==> src/rtl/kernel_memory_if.sv <==
// kernel_memory_if: loader and read-stream signals of the kernel weight buffer.
// The master modport is the controller side; the slave modport is the buffer.
interface kernel_memory_if #(
    parameter int GROUP_NB   = 4,
    parameter int KER_WIDTH  = 16,
    parameter int MEM_AWIDTH = 8
);
    logic [MEM_AWIDTH-1:0]         wr_cfg_end;
    logic                          wr_cfg_set;
    logic [GROUP_NB*KER_WIDTH-1:0] wr_data;
    logic                          wr_data_val;
    logic                          wr_data_rdy;
    logic [MEM_AWIDTH-1:0]         rd_addr;
    logic                          rd_addr_set;
    logic [GROUP_NB*KER_WIDTH-1:0] rd_data;
    logic                          rd_data_pop;

    modport master (
        output wr_cfg_end, wr_cfg_set, wr_data, wr_data_val,
        output rd_addr, rd_addr_set, rd_data_pop,
        input  wr_data_rdy, rd_data
    );

    modport slave (
        input  wr_cfg_end, wr_cfg_set, wr_data, wr_data_val,
        input  rd_addr, rd_addr_set, rd_data_pop,
        output wr_data_rdy, rd_data
    );
endinterface

==> src/rtl/kernel_memory.sv <==
// kernel_memory: kernel weight buffer for the CNN coprocessor.
// The loader fills addresses 0..wrEnd and then stalls; the read pointer
// streams one registered word per pop and wraps back to address 0.
// Build option KERNEL_MEM_RD_WRAP_EN: when defined, reads wrap at the
// configured write end address instead of at the last physical word.
module kernel_memory #(
    parameter int GROUP_NB   = 4,
    parameter int KER_WIDTH  = 16,
    parameter int MEM_AWIDTH = 8,
    parameter int MEM_DEPTH  = 8
) (
    input logic           clk_i,
    input logic           rst_ni,
    kernel_memory_if.slave bus_io
);
    localparam int DW = GROUP_NB * KER_WIDTH;
    localparam int IW = (MEM_DEPTH > 1) ? $clog2(MEM_DEPTH) : 1;
    localparam logic [MEM_AWIDTH-1:0] LAST_ADDR = MEM_AWIDTH'(MEM_DEPTH - 1);

    logic [DW-1:0]         memArray [MEM_DEPTH];
    logic [MEM_AWIDTH-1:0] wrPtr_q, wrPtr_d;
    logic [MEM_AWIDTH-1:0] wrEnd_q, wrEnd_d;
    logic                  wrFull_q, wrFull_d;
    logic                  wrRdy_q, wrRdy_d;
    logic                  wrAccept;
    logic [MEM_AWIDTH-1:0] rdPtr_q, rdPtr_d;
    logic [MEM_AWIDTH-1:0] rdWrap;
    logic [DW-1:0]         rdData_q;

`ifdef KERNEL_MEM_RD_WRAP_EN
    assign rdWrap = wrEnd_q;
`else
    assign rdWrap = LAST_ADDR;
`endif

    // Write side: a config pulse restarts the load and wins over a same-cycle write.
    always_comb begin
        wrPtr_d  = wrPtr_q;
        wrEnd_d  = wrEnd_q;
        wrFull_d = wrFull_q;
        wrAccept = 1'b0;
        if (bus_io.wr_cfg_set) begin
            wrEnd_d  = (bus_io.wr_cfg_end > LAST_ADDR) ? LAST_ADDR : bus_io.wr_cfg_end;
            wrPtr_d  = '0;
            wrFull_d = 1'b0;
        end else if (bus_io.wr_data_val && wrRdy_q) begin
            wrAccept = 1'b1;
            if (wrPtr_q == wrEnd_q) begin
                wrFull_d = 1'b1;
            end else begin
                wrPtr_d = wrPtr_q + MEM_AWIDTH'(1);
            end
        end
        wrRdy_d = !wrFull_d;
    end

    // Read pointer: an address load wins over a pop; pops wrap to 0 at the wrap point.
    always_comb begin
        rdPtr_d = rdPtr_q;
        if (bus_io.rd_addr_set) begin
            rdPtr_d = (bus_io.rd_addr > LAST_ADDR) ? LAST_ADDR : bus_io.rd_addr;
        end else if (bus_io.rd_data_pop) begin
            rdPtr_d = (rdPtr_q >= rdWrap) ? '0 : rdPtr_q + MEM_AWIDTH'(1);
        end
    end

    // Control state and the registered read word (sampled from pre-write memory).
    always_ff @(posedge clk_i or negedge rst_ni) begin
        if (!rst_ni) begin
            wrPtr_q  <= '0;
            wrEnd_q  <= LAST_ADDR;
            wrFull_q <= 1'b0;
            wrRdy_q  <= 1'b0;
            rdPtr_q  <= '0;
            rdData_q <= '0;
        end else begin
            wrPtr_q  <= wrPtr_d;
            wrEnd_q  <= wrEnd_d;
            wrFull_q <= wrFull_d;
            wrRdy_q  <= wrRdy_d;
            rdPtr_q  <= rdPtr_d;
            rdData_q <= memArray[rdPtr_d[IW-1:0]];
        end
    end

    // Storage array, deliberately left out of reset.
    always_ff @(posedge clk_i) begin
        if (wrAccept) begin
            memArray[wrPtr_q[IW-1:0]] <= bus_io.wr_data;
        end
    end

    assign bus_io.wr_data_rdy = wrRdy_q;
    assign bus_io.rd_data     = rdData_q;
endmodule

==> src/flat_wrapper.sv <==
// flat-port wrapper written by rule: the top's interface ports become plain ports
module kernel_memory_flat 
#(
    parameter int GROUP_NB   = 4,
    parameter int KER_WIDTH  = 16,
    parameter int MEM_AWIDTH = 8,
    parameter int MEM_DEPTH  = 8
)
  (clk_i, rst_ni, bus_io_wr_cfg_end, bus_io_wr_cfg_set, bus_io_wr_data, bus_io_wr_data_val, bus_io_rd_addr, bus_io_rd_addr_set, bus_io_rd_data_pop, bus_io_wr_data_rdy, bus_io_rd_data);
  kernel_memory_if #(.GROUP_NB(GROUP_NB), .KER_WIDTH(KER_WIDTH), .MEM_AWIDTH(MEM_AWIDTH)) bus_io_i ();
  input logic clk_i;
  input logic rst_ni;
  input wire logic [$bits(bus_io_i.wr_cfg_end)-1:0] bus_io_wr_cfg_end;
  input wire logic [$bits(bus_io_i.wr_cfg_set)-1:0] bus_io_wr_cfg_set;
  input wire logic [$bits(bus_io_i.wr_data)-1:0] bus_io_wr_data;
  input wire logic [$bits(bus_io_i.wr_data_val)-1:0] bus_io_wr_data_val;
  input wire logic [$bits(bus_io_i.rd_addr)-1:0] bus_io_rd_addr;
  input wire logic [$bits(bus_io_i.rd_addr_set)-1:0] bus_io_rd_addr_set;
  input wire logic [$bits(bus_io_i.rd_data_pop)-1:0] bus_io_rd_data_pop;
  output wire logic [$bits(bus_io_i.wr_data_rdy)-1:0] bus_io_wr_data_rdy;
  output wire logic [$bits(bus_io_i.rd_data)-1:0] bus_io_rd_data;
  assign bus_io_i.wr_cfg_end = bus_io_wr_cfg_end;
  assign bus_io_i.wr_cfg_set = bus_io_wr_cfg_set;
  assign bus_io_i.wr_data = bus_io_wr_data;
  assign bus_io_i.wr_data_val = bus_io_wr_data_val;
  assign bus_io_i.rd_addr = bus_io_rd_addr;
  assign bus_io_i.rd_addr_set = bus_io_rd_addr_set;
  assign bus_io_i.rd_data_pop = bus_io_rd_data_pop;
  assign bus_io_wr_data_rdy = bus_io_i.wr_data_rdy;
  assign bus_io_rd_data = bus_io_i.rd_data;
  kernel_memory #(.GROUP_NB(GROUP_NB), .KER_WIDTH(KER_WIDTH), .MEM_AWIDTH(MEM_AWIDTH), .MEM_DEPTH(MEM_DEPTH)) u_core (.clk_i(clk_i), .rst_ni(rst_ni), .bus_io(bus_io_i));
endmodule
==> config.mk <==
export PLATFORM = sky130hd
export DESIGN_NAME = kernel_memory_flat
export DESIGN_NICKNAME = d
export VERILOG_FILES = /design/src/rtl/kernel_memory_if.sv /design/src/rtl/kernel_memory.sv /design/src/flat_wrapper.sv
export SDC_FILE = /design/constraint.sdc
export NUM_CORES = 1
export LEC_CHECK = 0
export BUFFER_PORTS_ARGS = -buffer_cell sky130_fd_sc_hd__buf_4
export CORE_ASPECT_RATIO = 0.7
export CORE_UTILIZATION = 48
export DETAILED_ROUTE_END_ITERATION = 10
export HOLD_SLACK_MARGIN = 0.1
export PLACE_DENSITY = 0.75
export SLEW_MARGIN = 40
export SYNTH_ARGS = -nofsm -noshare
export SYNTH_HDL_FRONTEND = slang
export SYNTH_SLANG_ARGS = --single-unit
==> constraint.sdc <==
create_clock -name clk_i -period 8.5 [get_ports clk_i]
set_input_delay 0.85 -clock clk_i [delete_from_list [all_inputs] [get_ports clk_i]]
set_output_delay 0.85 -clock clk_i [all_outputs]
set_load 0.01 [all_outputs]
# ---- Word level (Yosys, flattened, before mapping)
# Memories as Yosys holds them, arrays and structs flattened. A register that Yosys moved wholly into a read port is not among the register bits.
# Cells that the tools add are included.
dict set report word_totals {
  reg_bits 26
  latchBits 0
  ram_bits 512
  mem_bits_ro 0
  word_cells 35
  memories 1
}
# name words word_bits read_ports rd_clocked_by_memory_dff wr line
set mem_list {}
lappend mem_list {u_core.memArray 8 64 1 1 1 kernel_memory.sv:20} ;# logic [DW-1:0] memArray [MEM_DEPTH];
dict set report op_classes {
  n_addsub 2
  mul 0
  n_div 0
  n_lt_le_gt_ge 3
  eq_ne 2
  shift 0
  n_mux 15
  n_bitwise 0
  reduce_logical 6
}
# cell count
set ops {}
lappend ops {{8-bit 2-to-1 mux} 8}
lappend ops {{8-bit by 1-bit adder with 8-bit output, second input constant} 2}
lappend ops {{8-bit by 3-bit > comparator with 1-bit output, second input constant} 2}
lappend ops {{8-bit equality test} 1}
lappend ops {{8-bit by 3-bit >= comparator with 1-bit output, second input constant} 1}
lappend ops {{1-bit 2-to-1 mux} 7}
lappend ops {{2-bit nonzero test} 2}
lappend ops {{1-bit zero test} 2}
lappend ops {{2-bit inequality test, second input constant} 1}
lappend ops {{2-bit AND reduction} 1}
lappend ops {{1-bit logical AND} 1}

# ---- Depth between registers and ports, before layout
# Gate-level depths: netlist of the first run.
dict set report depth {
  word_depth 5
  ltp_mapped 9
  depth_no_buf 7
}

# ---- Worst setup path after synthesis of the first run
# Ideal clock, no wire load.
dict set report synth_timing {
  kind {input port to flip-flop}
  start {input port bus_io_wr_data_val}
  end {memory u_core.memArray[0][0] (netlist bit) (enable)}
  setup_time_ns 0.565
  t_arrival_ns 5.638
  required_time_ns 7.935
  path_slack_ns 2.298
  stages 3
  path_cell_list {nand2_1 > or3_1 > nor3_1}
}
dict set report synth_via {
  elab_chain_len 5
}
# item line
set synth_lines {}
lappend synth_lines {{start, declared} flat_wrapper.sv:16} ;# input wire logic [$bits(bus_io_i.wr_data_val)-1:0] bus_io_wr_data_val;
lappend synth_lines {{1-bit logical AND} kernel_memory.sv:46} ;# end else if (bus_io.wr_data_val && wrRdy_q) begin
lappend synth_lines {{1-bit 2-to-1 mux} kernel_memory.sv:46}
lappend synth_lines {{1-bit 2-to-1 mux} kernel_memory.sv:42} ;# if (bus_io.wr_cfg_set) begin
lappend synth_lines {{1-bit 2-to-1 mux} kernel_memory.sv:88} ;# if (wrAccept) begin
lappend synth_lines {{1-bit 2-to-1 mux (not written as such)} kernel_memory.sv:89} ;# memArray[wrPtr_q[IW-1:0]] <= bus_io.wr_data;
lappend synth_lines {{end, declared} kernel_memory.sv:20}
# No other way between the ends.

# ---- Worst setup path in the final report of the first run
dict set report layout_timing {
  start {register u_core.rdPtr_q[0]}
  end {register u_core.rdData_q[37], in the netlist u_core.bus_io.rd_data[37], read port of u_core.memArray}
}
dict set report layout_via {
  elab_chain_len 4
  elab_cells_between_ends 5
}
# item line
set layout_lines {}
lappend layout_lines {{start, declared} kernel_memory.sv:26} ;# logic [MEM_AWIDTH-1:0] rdPtr_q, rdPtr_d;
lappend layout_lines {{start signal, assigned} kernel_memory.sv:81} ;# rdPtr_q <= rdPtr_d;
lappend layout_lines {{8-bit by 1-bit adder with 8-bit output / 8-bit by 3-bit >= comparator with 1-bit output (equally long branches)} kernel_memory.sv:63} ;# rdPtr_d = (rdPtr_q >= rdWrap) ? '0 : rdPtr_q + MEM_AWIDTH'(1);
lappend layout_lines {{8-bit 2-to-1 mux} kernel_memory.sv:63}
lappend layout_lines {{8-bit 2-to-1 mux (*)} kernel_memory.sv:62} ;# end else if (bus_io.rd_data_pop) begin
lappend layout_lines {{8-bit 2-to-1 mux (*)} kernel_memory.sv:60} ;# if (bus_io.rd_addr_set) begin
lappend layout_lines {{end, declared} kernel_memory.sv:28} ;# logic [DW-1:0] rdData_q;
# Mark *: on every way between the ends. The rest lies on a longest branch, timed or not. The select of a mux whose other input is x is not followed.
# A chain may end at the register's enable or synchronous reset.

==> impl_results.md, run 1 <==
* Status: finished, final reports clean
* Insertion delay to the later sink of the worst-skew pair at 0.59 ns
* Post-layout net count at 1607
* Count of state elements after synthesis at 602
* Worst Setup End Kind: register
* Power after layout at 6.34 mW
* Slew at the pin closest to its max-slew limit at 0.823 ns
* Number of instances in the synthesized netlist at 1418
* Number of antenna violations at the first check in global routing at 6
* Die extent in x at 270 µm
* Crit share post-route at 0.452
* Resize count post-CTS at 0
* Cell with the most instances after synthesis: sky130_fd_sc_hd__edfxtp_1
* Design internal power at 4.84 mW
* Total routing usage reported by global routing at 0.214
* Gate power share at 0.099
* Buffers inserted by post-CTS timing repair at 0
* Routed via count at 13600
* Share of power burned in registers at 0.530
* Num CTS Buffers at 56
* CTS clock-pin slew for the worst setup and hold paths at 0.07 ns
* Effective utilization at floorplan at 0.487
* Relative slew margins at 0.452
* Unrepaired setup endpoints after global routing: false
* Num rows at 68
* Core box area at 49400 µm²
* Layout Utilization at 0.557
* Predominant post-synthesis flop cell: sky130_fd_sc_hd__edfxtp_1
* Post-Syn Area per Cell at 17.0 µm²
* Post-synthesis cell area at 24100 µm²
* Pre-CTS worst setup slack at 4.42 ns
* Remaining DRCs at 0
* Weighted congestion at the end of routability-driven global placement at 0.743
* Yosys warnings at 0
* Fraction of layout cells with a size suffix above 1 at 0.263
* Count of placed standard cells in the final layout, fillers left out at 2232
* Routed wire length at 55.2 mm
* Vias per Instance at 6.11
* Share of the synthesized area in the top cell type at 0.638
* Hold-fix buffers at CTS at 0
* Seq/Total Area, Yosys at 0.732
* Library cell used as clock root buffer: sky130_fd_sc_hd__clkbuf_16
* Detailed router's first-iteration violation count at 1403
* CP required at 8.94 ns
* Worst Path Max Fanout at 112
* FMAX at 0.261 GHz
* H-Tree Level Count at 2
* Number of max-cap violations at 0
* Routed wirelength normalized by instance count at 24.7 µm
* Clock skew after layout at 0.0225 ns
* Critical path type: register to register
* Routed Antenna Nets at 0
* Summed negative setup slack over all endpoints at 0 ns
* Placed cells at 2125
* Switching part of the total at 0.236
* Number of global-route vias before repair at 13700
* Static leakage at 9.25 nW
* Library cell occupying the most area in the post-synthesis netlist: sky130_fd_sc_hd__edfxtp_1
* P_sw at 1.50 mW
* Most instantiated cells after synthesis: sky130_fd_sc_hd__edfxtp_1, sky130_fd_sc_hd__and3_1, sky130_fd_sc_hd__a2111oi_0
* Total Die Area at 51100 µm²
* Clk network pwr share at 0.372
* TritonRoute pass-1 iters at 5
* CTS Buffer Depth at 3
* Launching element type of the critical path: register
* Number of enable-type register cells in the synthesized netlist at 512
* Share of async-settable or async-resettable flops after synthesis at 0.150
* Total power divided by cell area at 230 nW/µm²
* Clock net sink count at 602
* Count of buffers inserted at the top-level ports at 150
* Area growth from synthesis to final layout at 14.3%
* Path category of the worst min-delay check: input port to async pin
* Wire length of the first global-routing pass at 84.5 mm
* Maximum number of pins on one net before global-route repair at 164
* Final number of max-transition violations at 0
* Setup slack of the critical path after layout at 4.66 ns
* Ports at 151
* Crit path DAT at 4.27 ns
* Peak ir drop on the vdd network at 0.164 mV
* Remaining global-route overflow at 0
* Number of unique standard cell types used by synthesis at 49
* Final setup viols at 0
* Height of the die at 189 µm
* Leading cell types by total area after synthesis: sky130_fd_sc_hd__edfxtp_1, sky130_fd_sc_hd__dfrtp_1, sky130_fd_sc_hd__and3_1
* Post-DP HPWL at 27.3 mm
* Number of hold violations in the final report at 0
* TritonCTS clock tree: built
* Shortest clock period the worst path allows after layout at 3.84 ns
* Total nets after synthesis at 1506
## worst paths after layout
| path | from | end | slack (ns) | depth (start not counted) |
|---|---|---|---|---|
| max in group asynchronous | rst_ni | u_core.wrEnd_q[0] | 7.01 | 3 |
| min in group clk_i | bus_io_wr_cfg_end[2] | u_core.wrEnd_q[2] | 0.48 | 2 |
| min | rst_ni | u_core.bus_io.rd_data[60] | 0.30 | 1 |
| max reg2reg | u_core.rdPtr_q[0] | u_core.bus_io.rd_data[37] | 4.66 | 8 |
| max | u_core.rdPtr_q[0] | u_core.bus_io.rd_data[37] | 4.66 | 8 |
| min reg2reg | u_core.wrFull_q | u_core.wrFull_q | 0.49 | 2 |
## state kept, by name, indices dropped and copies added (netlist names)
name / cells
u_core.bus_io.rd_data: 64
u_core.bus_io.wr_data_rdy: 1
u_core.memArray: 512
u_core.rdPtr_q: 8
u_core.wrEnd_q: 8
u_core.wrFull_q: 1
u_core.wrPtr_q: 8
## cell usage in the layout, fill, tap and decap left out, types with 3 or more instances in the layout
cell,Yosys,final
sky130_fd_sc_hd__nor4_1,24,24
sky130_fd_sc_hd__a211oi_1,64,64
sky130_fd_sc_hd__o2111ai_1,5,5
sky130_fd_sc_hd__nand2_1,3,3
sky130_fd_sc_hd__clkinv_1,0,14
sky130_fd_sc_hd__nand2b_1,3,3
sky130_fd_sc_hd__dfstp_2,3,3
sky130_fd_sc_hd__clkbuf_16,0,57
sky130_fd_sc_hd__and2_1,9,9
sky130_fd_sc_hd__nand4_1,3,3
sky130_fd_sc_hd__dfrtp_1,87,87
sky130_fd_sc_hd__a2111oi_2,91,91
sky130_fd_sc_hd__clkbuf_8,0,4
sky130_fd_sc_hd__a2111oi_0,95,95
sky130_fd_sc_hd__clkinvlp_4,0,3
sky130_fd_sc_hd__a2111oi_1,6,6
sky130_fd_sc_hd__clkbuf_1,83,16
sky130_fd_sc_hd__nor2_4,0,6
sky130_fd_sc_hd__buf_6,17,10
sky130_fd_sc_hd__and3_1,258,258
sky130_fd_sc_hd__xnor2_1,9,9
sky130_fd_sc_hd__nor4_2,42,42
sky130_fd_sc_hd__nor2b_1,7,7
sky130_fd_sc_hd__clkinv_2,0,9
sky130_fd_sc_hd__edfxtp_1,512,512
sky130_fd_sc_hd__o22a_1,3,3
sky130_fd_sc_hd__buf_4,13,161
sky130_fd_sc_hd__nor3_1,5,3
sky130_fd_sc_hd__buf_16,0,3
sky130_fd_sc_hd__nor2_1,19,13
sky130_fd_sc_hd__xor2_1,6,6
sky130_fd_sc_hd__buf_12,0,6
## cell families (layout without fill, tap and decap cells)
kind of cell,Yosys count,after routing,synth area share
compound gates,275,275,0.121
xor+xnor,15,15,0.00545
fa+ha+maj,2,2,0.00104
buf+inv,140,288,0.0305
flops,602,602,0.732
mux,1,1,0.000416
other cells,0,1,0
simple gates,383,383,0.109
## power groups by stage
stage	clock [mW]	combinational (mW)	sequential, mW
floorplan	0	0.341	3.43
global route	2.50	0.674	3.36
global placement	0	0.600	3.42
detailed placement	0	0.628	3.42
finish	2.36	0.626	3.36
CTS	2.39	0.630	3.36
## routing by layer
metal	share of wire	track usage
met1	0.44	0.305
met2	0.48	0.344
met3	0.064	0.0422
met4	0.017	0.0461
met5	0.0014	0
## critical path, cell delays in order, from the launching register on
cell and delay [ns]:
sky130_fd_sc_hd__dfrtp_1 0.40, sky130_fd_sc_hd__ha_1 0.23, sky130_fd_sc_hd__a211oi_2 0.33, sky130_fd_sc_hd__a311o_2 0.62, sky130_fd_sc_hd__nand2_8 0.56, sky130_fd_sc_hd__buf_4 0.52
sky130_fd_sc_hd__buf_12 0.25, sky130_fd_sc_hd__a2111oi_0 0.58, sky130_fd_sc_hd__nor4_2 0.12
## through the flow
| stage | hold slack [ns] | cell area (µm²) |
|---|---|---|
| after floorplan | 0.448 | 24100 |
| after global placement | 0.465 | 25600 |
| after detailed placement | 0.477 | 25800 |
| after CTS | 0.322 | 27500 |
| after global routing | 0.351 | 27500 |
| final | 0.304 | 27500 |
## final cells by class
cell class / count / area (µm²)
Clock inverter: 28 / 170
Clock buffer: 77 / 1540
Fill cell: 3731 / 21900
Timing Repair Buffer: 180 / 1520
Multi-Input combinational cell: 676 / 5800
Tap cell: 665 / 832
Sequential cell: 602 / 17600
Inverter: 3 / 16.3
Antenna cell: 1 / 2.50
No activity file was read; power rests on OpenSTA's default activity.
==> inputs of run 2 (changes only) <==
Settings changed: ABC_AREA set to 1.
Clock period 8.5 ns to 3.9 ns, I/O delays scaled along.
==> impl_results.md, run 2 <==
* Share of the synthesized area in the top cell type at 0.599
* Pre-CTS worst setup slack at 1.23 ns
* Die extent in x at 278 µm
* Ports at 151
* Total Die Area at 54400 µm²
* Clock net sink count at 602
* TritonRoute pass-1 iters at 6
* Height of the die at 196 µm
* Relative slew margins at 0.430
* Final setup viols at 0
* Resize count post-CTS at 0
* Library cell used as clock root buffer: sky130_fd_sc_hd__clkbuf_16
* Wire length of the first global-routing pass at 94.2 mm
* Status: finished, final reports clean
* H-Tree Level Count at 2
* Global-route layer with the greatest usage: met2
* Post-Syn Area per Cell at 10.3 µm²
* Routed Antenna Nets at 0
* Worst Path Max Fanout at 119
* GRT met3 Usage at 0.0389
* TritonCTS clock tree: built
* Count of state elements after synthesis at 602
* Library cell occupying the most area in the post-synthesis netlist: sky130_fd_sc_hd__edfxtp_1
* Number of global-route vias before repair at 17600
* Shortest clock period the worst path allows after layout at 2.83 ns
* Seq/Total Area, Yosys at 0.687
* Buffers inserted by post-CTS timing repair at 0
* Static leakage at 13.6 nW
* Clock skew after layout at 0.0121 ns
* Num CTS Buffers at 54
* Share of async-settable or async-resettable flops after synthesis at 0.150
* Number of antenna violations at the first check in global routing at 5
* Most instantiated cells after synthesis: sky130_fd_sc_hd__nand2_1, sky130_fd_sc_hd__inv_1, sky130_fd_sc_hd__nand3_1
* Insertion delay to the later sink of the worst-skew pair at 0.59 ns
* Power after layout at 14.2 mW
* Routed wirelength normalized by instance count at 17.6 µm
* FMAX at 0.353 GHz
* Post-synthesis cell area at 25700 µm²
* Most frequent cells in the layout: sky130_fd_sc_hd__nand2_1, sky130_fd_sc_hd__inv_1, sky130_fd_sc_hd__nand3_1, sky130_fd_sc_hd__edfxtp_1, sky130_fd_sc_hd__buf_4
* Met1 track demand over resource at 0.291
* Effective utilization at floorplan at 0.489
* Setup slack of the critical path after layout at 1.07 ns
* Number of enable-type register cells in the synthesized netlist at 512
* Final number of max-transition violations at 0
* Total nets after synthesis at 2581
* Peak ir drop on the vdd network at 0.462 mV
* CP required at 4.41 ns
* Number of instances in the synthesized netlist at 2493
* Post-DP HPWL at 31.7 mm
* Launching element type of the critical path: register
* Number of unique standard cell types used by synthesis at 28
* Crit path DAT at 3.35 ns
* Core box area at 52600 µm²
* Hold-fix buffers at CTS at 71
* GRT met2 Usage at 0.370
* Total routing usage reported by global routing at 0.221
* Slew at the pin closest to its max-slew limit at 0.855 ns
* Routed wire length at 59.9 mm
* Maximum number of pins on one net before global-route repair at 120
* Vias per Instance at 5.16
* Remaining DRCs at 0
* Detailed router's first-iteration violation count at 1655
* Critical path type: register to register
* Cell with the most instances after synthesis: sky130_fd_sc_hd__nand2_1
* Fraction of layout cells with a size suffix above 1 at 0.108
* Yosys warnings at 0
* Leading cell types by total area after synthesis: sky130_fd_sc_hd__edfxtp_1, sky130_fd_sc_hd__nand3_1, sky130_fd_sc_hd__nand2_1
* Remaining global-route overflow at 0
* Worst Setup End Kind: register
* Crit share post-route at 0.727
* Total power divided by cell area at 472 nW/µm²
* Path category of the worst min-delay check: input port to register
* Num rows at 70
* Count of buffers inserted at the top-level ports at 150
* Area growth from synthesis to final layout at 17.4%
* Routed via count at 17600
* CTS clock-pin slew for the worst setup and hold paths at 0.06 ns
* Post-layout net count at 2766
* CTS Buffer Depth at 3
* Weighted congestion at the end of routability-driven global placement at 0.773
* Summed negative setup slack over all endpoints at 0 ns
* Number of hold violations in the final report at 0
* Number of max-cap violations at 0
* Most common cell after layout, fill and taps aside: sky130_fd_sc_hd__nand2_1
* Flip-flop count of the largest register after layout at 512
* Predominant post-synthesis flop cell: sky130_fd_sc_hd__edfxtp_1
* Unrepaired setup endpoints after global routing: false
[run 2: metal layers]
layer | vias up | wire length (µm)
li1 | 8333 | -
met1 | 8421 | 24700
met2 | 700 | 29100
met3 | 121 | 4630
met4 | 6 | 1420
met5 | - | 41
[run 2: power by group]
part | internal [mW] | total, mW | switching (mW)
combinational | 0.598 | 1.61 | 1.02
sequential | 7.23 | 7.34 | 0.108
clock | 2.94 | 5.27 | 2.32
total | 10.8 | 14.2 | 3.45
[run 2: per-stage QoR]
step	std cells	cell area, µm²	utilization	hold slack, ns
after CTS	3405	30100	0.573	0.119
after floorplan	2493	25700	-	0.0944
final	3408	30200	0.574	0.136
after global routing	3407	30100	0.574	0.149
after global placement	3229	27500	0.524	0.455
after detailed placement	3234	27700	0.526	0.454
[run 2: worst paths after layout]
kind	to	slack [ns]	start	depth (start not counted)
worst min register to register	u_core.wrEnd_q[0]	0.49	u_core.wrEnd_q[0]	2
max in group asynchronous	u_core.wrEnd_q[2]	2.57	rst_ni	3
worst min-delay path	u_core.rdPtr_q[3]	0.14	bus_io_rd_data_pop	4
worst max register to register	u_core.bus_io.rd_data[24]	1.07	u_core.rdPtr_q[0]	13
worst max-delay path	u_core.bus_io.rd_data[24]	1.07	u_core.rdPtr_q[0]	13
min in group asynchronous	u_core.bus_io.rd_data[9]	0.37	rst_ni	2
[run 2: logic make-up (layout without fill, tap and decap cells)]
| family | count (synthesis) | after routing | synth area share |
|---|---|---|---|
| adder cells (fa/ha/maj) | 2 | 2 | 0.000974 |
| XOR/XNOR | 10 | 10 | 0.00341 |
| AO/OA/AOI/OAI | 17 | 17 | 0.00351 |
| AND/OR/NAND/NOR | 1190 | 1190 | 0.201 |
| flip-flops | 602 | 602 | 0.687 |
| buffers and inverters | 672 | 901 | 0.104 |
| other | 0 | 2 | 0 |
[run 2: critical path: stages, from the launching register on]
cell and delay (ns):
sky130_fd_sc_hd__dfrtp_1 0.42, sky130_fd_sc_hd__ha_1 0.23, sky130_fd_sc_hd__nand2_1 0.07, sky130_fd_sc_hd__nand2_1 0.11
sky130_fd_sc_hd__nor2_4 0.17, sky130_fd_sc_hd__nand2_1 0.14, sky130_fd_sc_hd__nand2_8 0.11, sky130_fd_sc_hd__nand2_8 0.41
sky130_fd_sc_hd__buf_4 0.47, sky130_fd_sc_hd__nand2_1 0.10, sky130_fd_sc_hd__nand3_1 0.09, sky130_fd_sc_hd__nand2_1 0.14
sky130_fd_sc_hd__nand2_1 0.06, sky130_fd_sc_hd__nand2_1 0.11
[run 2: final cells by class]
class / instances / area, µm²
fill: 4206 / 22400
sequential: 602 / 17600
multi-input combinational: 1219 / 5470
timing repair buffer: 256 / 2390
inverter: 545 / 2050
clock buffer: 73 / 1570
tap: 684 / 856
clock inverter: 27 / 186
antenna: 2 / 5.00
